<file path="src/rtl/cic_decim_strobed.sv">
// rtl/cic_decim_strobed.sv - self-timed CIC decimator with programmable rate counter
// and gain normalisation to OUT_WIDTH.
module cic_decim_strobed #(
  parameter int IN_WIDTH  = 12,
  parameter int OUT_WIDTH = 16,
  parameter int STAGES    = 4,
  parameter int MAX_RATE  = 128,
  parameter int ACC_WIDTH = 40
) (
  input  logic                        clk_120mhz,
  input  logic                        reset,
  input  logic                        enable,
  input  logic [7:0]                  rate,
  input  logic signed [IN_WIDTH-1:0]  signal_in,
  output logic signed [OUT_WIDTH-1:0] signal_out,
  output logic                        strobe_out
);

  localparam int GROW = OUT_WIDTH - IN_WIDTH;
  localparam int YW   = ACC_WIDTH + GROW;

  logic [7:0] counter;
  logic [7:0] shift_q;
  logic [7:0] eff_rate;
  logic [7:0] shift_next;
  logic       strobe;

  logic signed [ACC_WIDTH-1:0] integ   [STAGES];
  logic signed [ACC_WIDTH-1:0] dly     [STAGES];
  logic signed [ACC_WIDTH-1:0] comb_in [STAGES];
  logic signed [ACC_WIDTH-1:0] comb_acc;
  logic signed [YW-1:0]        c_ext;
  logic signed [YW-1:0]        y_wide;
  logic signed [OUT_WIDTH-1:0] y;

  function automatic int clog2_rt(input logic [7:0] v);
    int r;
    r = 0;
    for (int i = 0; i < 8; i++) begin
      if ((9'd1 << i) < {1'b0, v}) r = i + 1;
    end
    return r;
  endfunction

  always_comb begin
    eff_rate = rate;
    if (rate == 8'd0) eff_rate = 8'd1;
    else if (int'(rate) > MAX_RATE) eff_rate = 8'(MAX_RATE);
    shift_next = 8'(STAGES * clog2_rt(eff_rate));
  end

  assign strobe = (counter == 8'd0);

  // Comb chain evaluated combinationally; comb_in[k] is what d[k] captures.
  always_comb begin
    comb_acc = integ[STAGES-1];
    for (int k = 0; k < STAGES; k++) begin
      comb_in[k] = comb_acc;
      comb_acc   = comb_acc - dly[k];
    end
  end

  // shift_q belongs to the period that ends at this strobe, not the next one.
  always_comb begin
    c_ext = YW'(comb_acc);
    if (int'(shift_q) >= GROW) y_wide = c_ext >>> (int'(shift_q) - GROW);
    else                       y_wide = c_ext <<< (GROW - int'(shift_q));
    if ((&y_wide[YW-1:OUT_WIDTH-1]) || ~(|y_wide[YW-1:OUT_WIDTH-1]))
      y = y_wide[OUT_WIDTH-1:0];
    else if (y_wide[YW-1])
      y = {1'b1, {(OUT_WIDTH-1){1'b0}}};
    else
      y = {1'b0, {(OUT_WIDTH-1){1'b1}}};
  end

  always_ff @(posedge clk_120mhz) begin
    if (reset || !enable) begin
      counter    <= 8'd0;
      shift_q    <= 8'd0;
      signal_out <= '0;
      strobe_out <= 1'b0;
      for (int k = 0; k < STAGES; k++) begin
        integ[k] <= '0;
        dly[k]   <= '0;
      end
    end else begin
      integ[0] <= integ[0] + ACC_WIDTH'(signal_in);
      for (int k = 1; k < STAGES; k++) integ[k] <= integ[k] + integ[k-1];
      strobe_out <= 1'b0;
      if (strobe) begin
        counter    <= eff_rate - 8'd1;
        shift_q    <= shift_next;
        signal_out <= y;
        strobe_out <= 1'b1;
        for (int k = 0; k < STAGES; k++) dly[k] <= comb_in[k];
      end else begin
        counter <= counter - 8'd1;
      end
    end
  end

endmodule

</file>
<file path="config.mk">
export PLATFORM = sky130hd
export DESIGN_NAME = cic_decim_strobed
export DESIGN_NICKNAME = d
export VERILOG_FILES = /design/src/rtl/cic_decim_strobed.sv
export SDC_FILE = /design/constraint.sdc
export NUM_CORES = 1
export LEC_CHECK = 0
export BUFFER_PORTS_ARGS = -buffer_cell sky130_fd_sc_hd__buf_4
export CAP_MARGIN = 20
export CORE_UTILIZATION = 37
export DETAILED_ROUTE_END_ITERATION = 7
export HOLD_SLACK_MARGIN = 0.05
export SYNTH_ARGS = -nofsm -noshare
export SYNTH_HDL_FRONTEND = slang
export SYNTH_SLANG_ARGS = --single-unit
</file>
<file path="constraint.sdc">
create_clock -name clk_120mhz -period 10.4 [get_ports clk_120mhz]
set_clock_uncertainty 0.1 [all_clocks]
set_input_delay 1.56 -clock clk_120mhz [delete_from_list [all_inputs] [get_ports clk_120mhz]]
set_output_delay 1.56 -clock clk_120mhz [all_outputs]
set_load 0.05 [all_outputs]
</file>
Word-level counts from Yosys, hierarchy flattened
Memory sizes are Yosys's and may differ from the RTL's.
Index checks and enable logic that the tools add are counted.

word-level totals
  logic and storage cells = 74
  RAM bits = 320
  output and inout bits = 17
  memories = 2
  register bits after elaboration = 31
  input bits = 23

memories
  memory  depth  bits a word  rd ports  clocked after Yosys merged registers in  write ports  RTL line  text
  dly     4      40           4         0                                        4            29        logic signed [ACC_WIDTH-1:0] dly [STAGES];
  integ   4      40           4         0                                        4            28        logic signed [ACC_WIDTH-1:0] integ [STAGES];

operators by class
  add/subtract/negate cells = 12
  reductions and logical operators = 7
  magnitude comparators = 10
  mux-type cells = 28
  bitwise operators = 9
  shift operators = 2

operators with widths
  kind                   count
  $mux W40               8
  $sub A40 B40 Y40       4
  $add A40 B40 Y40       3
  $mux W44               1
  $sshl A40 B32 Y44      1
  $sshr A40 B32 Y44      1
  $mux W6                7
  $add A40 B12 Y40       1
  $mux W16               2
  $reduce_and A29 Y1     1
  $reduce_or A29 Y1      1
  $mux W8                3
  $logic_not A8 Y1       2
  $sub A8 B1 Y8 const B  2
  $sub A3 B8 Y9 const A  1
  $sub A8 B3 Y9 const B  1
  $ge A8 B3 Y1 const B   1
  $gt A8 B8 Y1 const B   1
  $lt A1 B8 Y1 const A   1
  $lt A2 B8 Y1 const A   1
  $lt A3 B8 Y1 const A   1
  $lt A4 B8 Y1 const A   1
  $lt A5 B8 Y1 const A   1
  $lt A6 B8 Y1 const A   1
  other kinds (7)        21

Longest topological paths before layout
  word-level depth = 12
  mapped depth = 55
  mapped depth without buffers = 51

Worst setup path before layout
No wires, ideal clock.

  path kind = flip-flop to flip-flop
  start point = mem integ[3][0]
  end point = reg signal_out[0]
  path slack = -0.083 ns
  required time = 10.227 ns
  library setup time = 0.073 ns
  stages on the path, launching flop included = 54
  period minus slack after synthesis = 10.483 ns
  arrival = 10.310 ns
  buffers on the path = 2
  cells stage by stage = dfxtp_1 inv_1 ha_1 inv_1 fa_1 a21o_1 a21oi_1 o21bai_1 a21oi_1 o21bai_1 a21oi_1 xnor2_1 ha_1 a21oi_1 a21bo_2 a21oi_1 nor2b_1 o21a_1 (+18 left out) o21ai_1 a221oi_1 o221ai_1 a2111oi_0 a21boi_1 o31ai_1 a31oi_1 xor2_1 or3_4 nand2_4 o22ai_1 a21oi_1 or4b_1 a2111oi_0 o2bb2a_2 buf_6 buf_12 o211ai_2

RTL lines
  element               RTL line  text
  start, declared       28
  end signal, assigned  93        signal_out <= y;
  end, declared         15        output logic signed [OUT_WIDTH-1:0] signal_out,

==> summary.md <==
| Metric | Value |
|---|---|
| Simple-gate share of the synthesized area | 0.206 |
| Worst Path Class, Setup | flip-flop to flip-flop |
| Ports | 40 |
| Final setup violation count | 0 |
| Largest net degree at the start of global routing | 98 |
| Clk root buf | clkbuf_16 |
| Async SR Flop Fraction | 0 |
| R2R Path Start | dly[0][0]$_SDFFCE_PN0P_ |
| Yosys warnings | 0 |
| FF-to-FF setup slack | slightly above 90 ps |
| Via count | 26,400 |
| CP max-delay cell | or4b_1 |
| Area after DPL | 33,200 um^2 |
| Crit share post-route | 0.991 |
| Min Tclk post-route | 10,310 ps |
| Sequential fraction of the synthesis area | 0.288 |
| Compound-gate portion of the synthesized area | 0.222 |
| Die Width | 286 um |
| Area grow syn2layout | 18.2% |
| Routability cong. | 0.998 |
| Max_cap viols | 0 |
| Worst hold margin | 371 ps |
| Worst path max stage delay | 580 ps |
| DRC violations left | 0 |
| DRT iter0 DRCs | 1,494 |
| Main combinational cell family by area after synthesis | compound AO/OA/AOI/OAI gates |
| Hold Crit Class | flip-flop to flip-flop |
| Worst EP arrival | between 10,000 and 15,000 ps |
| N_diodes | 0 |
| Clock sinks | 349 |
| Grt total ovfl | 0 |
| Num rows | 103 |
| Antenna viol nets, final | 0 |
| Final-report hold violation count | 0 |
| CP Capture Type | flip-flop |
| WL/cell | 15.7 um |
| Fin. max-slew vios | 0 |
| Initial Utilization | 0.376 |
| Worst setup path startpoint | dly[0][0]$_SDFFCE_PN0P_ |
| Die area | 81,800 um^2 |
| Worst-Skew Late Latency | 590 ps |
| RSZ-0062 raised after global routing | yes |
| Vias in the first global route | 25,600 |
| DRT Pass-1 Iters | 5 |
| Detailed placement HPWL | 58,500 um |
| Num CTS Buffers | 45 |
| First-pass GRT wire length | about 130,000 um |
| R2r endpoint | signal_out[12]$_SDFFE_PP0P_ |
| Max clock buf depth | 3 |
| Layout cells sized above 1 | 0.141 |
| Post-Synthesis Net Count | 3,958 |
| Final WL | just under 80,000 um |
| Mapped Cells | ~3,600 |
| Most frequent CP cell | a21oi_2 |
| # fillers | 7,993 |
| Worst-path fanout max | 8 |
| GRT Total Usage | 0.187 |
| Vias per cell | 5.31 |
| Synth Area in Adders | 0.140 |
| End of the critical path | signal_out[12]$_SDFFE_PP0P_ |
| Max transition margin | 0.309 |
| Proportion of synthesized area in mux cells | 0.0125 |
| R2r worst-path depth | 53 |
| Number of synthesized flops with an enable pin | 160 |
| Die height | 286 um |
| Seq cells post-synth | 349 |
| Outcome | completed |
| Total Nets Final | around 4,200 |
| Main synth FF type | dfxtp_1 |
| Critical Path Source Type | flip-flop |
| IO Port Bufs | 39 |
| CTS tree | done |
| Mapped cell area | 29,800 um^2 |
| Unique masters post-synth | 104 |
| Worst EP required | 10,770 ps |
| Clock slew seen by the registers of the worst setup and hold paths | 60 ps |
| Slew @ Worst Pin | between 1000 and 1500 ps |
| Core Region | roughly 79,000 um^2 |
| Post-synthesis xor/xnor area fraction | 0.0826 |
| FMAX | 0.0970 GHz |
| Syn Area/Cell | 8.28 um^2 |
| CTS H-tree depth | 2 |
| Design area | 35,300 um^2 |
| Initial antenna violation count | 0 |
-- critical path, delay by kind of cell, from the launching register on --
| family | cells | cell delay, ps |
|---|---|---|
| simple gates | 7 | 1290 |
| fa+ha+maj | 5 | 1480 |
| xor+xnor | 3 | 570 |
| flops | 1 | 380 |
| buf+inv | 4 | 500 |
| compound gates | 34 | 5930 |
-- synthesized netlist by cell type (8+ instances only) --
master	number	area [um^2]
clkbuf_1	99	372
nand2_1	239	897
nand3b_1	10	75.1
o211ai_2	11	138
or4_1	11	82.6
a311oi_1	9	78.8
dfxtp_1	189	3780
o22ai_1	11	68.8
or3_1	24	150
and3_1	82	513
nand4_1	27	169
o211ai_1	53	398
o21bai_1	52	390
fa_1	8	160
nor2_1	366	1370
a22oi_1	15	113
a21oi_1	298	1490
a21boi_0	9	67.6
o21ai_0	148	741
inv_1	263	987
a211oi_1	30	225
nor4_1	16	100
and2_1	133	832
o31ai_1	29	218
nor3_1	104	521
o21a_1	35	263
nor2b_1	49	307
o2111ai_1	8	70.1
ha_1	322	4030
mux2i_1	25	250
xnor2_1	164	1440
a211o_1	8	70.1
a31oi_1	50	313
a2111oi_0	8	70.1
nand3_1	86	430
nand2b_1	53	332
a21o_1	98	736
xor2_1	115	1010
or2_2	10	62.6
edfxtp_1	160	4800
-- stage by stage --
step                 util  TNS, ps  std cells  setup slack [ps]
detailed placement  0.418   -10350       4861              -724
CTS                 0.441    -1130       4961              -119
floorplan               -        0       3605              53.7
global placement    0.418    -9470       4861              -641
global route        0.444    -8090       4965              -592
finish              0.444        0       4965              91.7
-- cells in the final DEF, fill, tap and decap left out, types with 52 or more instances in the layout --
cell,n
ha_1,319
nor3_1,101
and3_1,81
xnor2_1,161
a21o_1,98
edfxtp_1,160
o211ai_1,53
and2_1,131
nand3_1,85
xor2_1,113
inv_1,259
dfxtp_1,187
nand2_1,238
o21bai_1,52
nor2_1,363
buf_4,333
o21ai_0,141
a21oi_1,289
nand2b_1,52
-- worst min path at each step --
stage,startpoint,endpoint,cells past startpoint
3_5_place_dp,signal_out[9]$_SDFFE_PP0P_,signal_out[9]$_SDFFE_PP0P_,2
6_report,signal_out[9]$_SDFFE_PP0P_,signal_out[9]$_SDFFE_PP0P_,2
3_3_place_gp,signal_out[9]$_SDFFE_PP0P_,signal_out[9]$_SDFFE_PP0P_,2
4_1_cts,signal_out[9]$_SDFFE_PP0P_,signal_out[9]$_SDFFE_PP0P_,2
5_1_grt,signal_out[9]$_SDFFE_PP0P_,signal_out[9]$_SDFFE_PP0P_,2
2_1_floorplan,counter[0]$_SDFF_PP0_,counter[0]$_SDFF_PP0_,1
-- flip-flops by register name, summed over array words and instances (netlist names) --
name        count
dly           160
strobe_out      1
counter         8
shift_q         4
integ         160
signal_out     16
-- cell type report --
cell class                      instances  area (um^2)  area share
Multi-Input combinational cell       2879        20300       0.575
Sequential cell                       349         8590       0.244
Timing Repair Buffer                  339         2590      0.0734
Clock buffer                           67         1320      0.0373
Tap cell                             1050         1310      0.0373
Inverter                              264          996      0.0282
Clock inverter                         17          189     0.00536
-- per-layer routing --
| layer | vias to the layer above | routed length (um) | track usage |
|---|---|---|---|
| met3 | 171 | 3060 | 0.0222 |
| met1 | 12100 | 35000 | 0.232 |
| met2 | 509 | 36600 | 0.328 |
| met4 | 0 | 3250 | 0.0749 |
| li1 | 13600 | - | - |
| met5 | - | 0 | 0 |
-- what timing repair did --
| item | in CTS | in global routing |
|---|---|---|
| gates cloned | 3 | 0 |
| gates resized for setup | 39 | 52 |
| hold buffers | 0 | 0 |
| buffers inserted | 15 | 8 |
| setup endpoints to repair | 15 | 15 |
| pin swaps | 38 | 20 |
-- cell families (layout without fill, tap and decap cells) --
group / count (synthesis) / in the layout
xor gates and xnor gates: 280 / 280
and+or+nand+nor: 1242 / 1242
buffers and inverters: 378 / 687
DFF: 349 / 349
muxes: 33 / 33
adders and majority gates: 330 / 330
AOI/OAI and AO/OA: 993 / 994
Power is left out: the tool's default activity adds up to more than one toggle a clock period on the data nets, which glitch-free logic cannot reach.
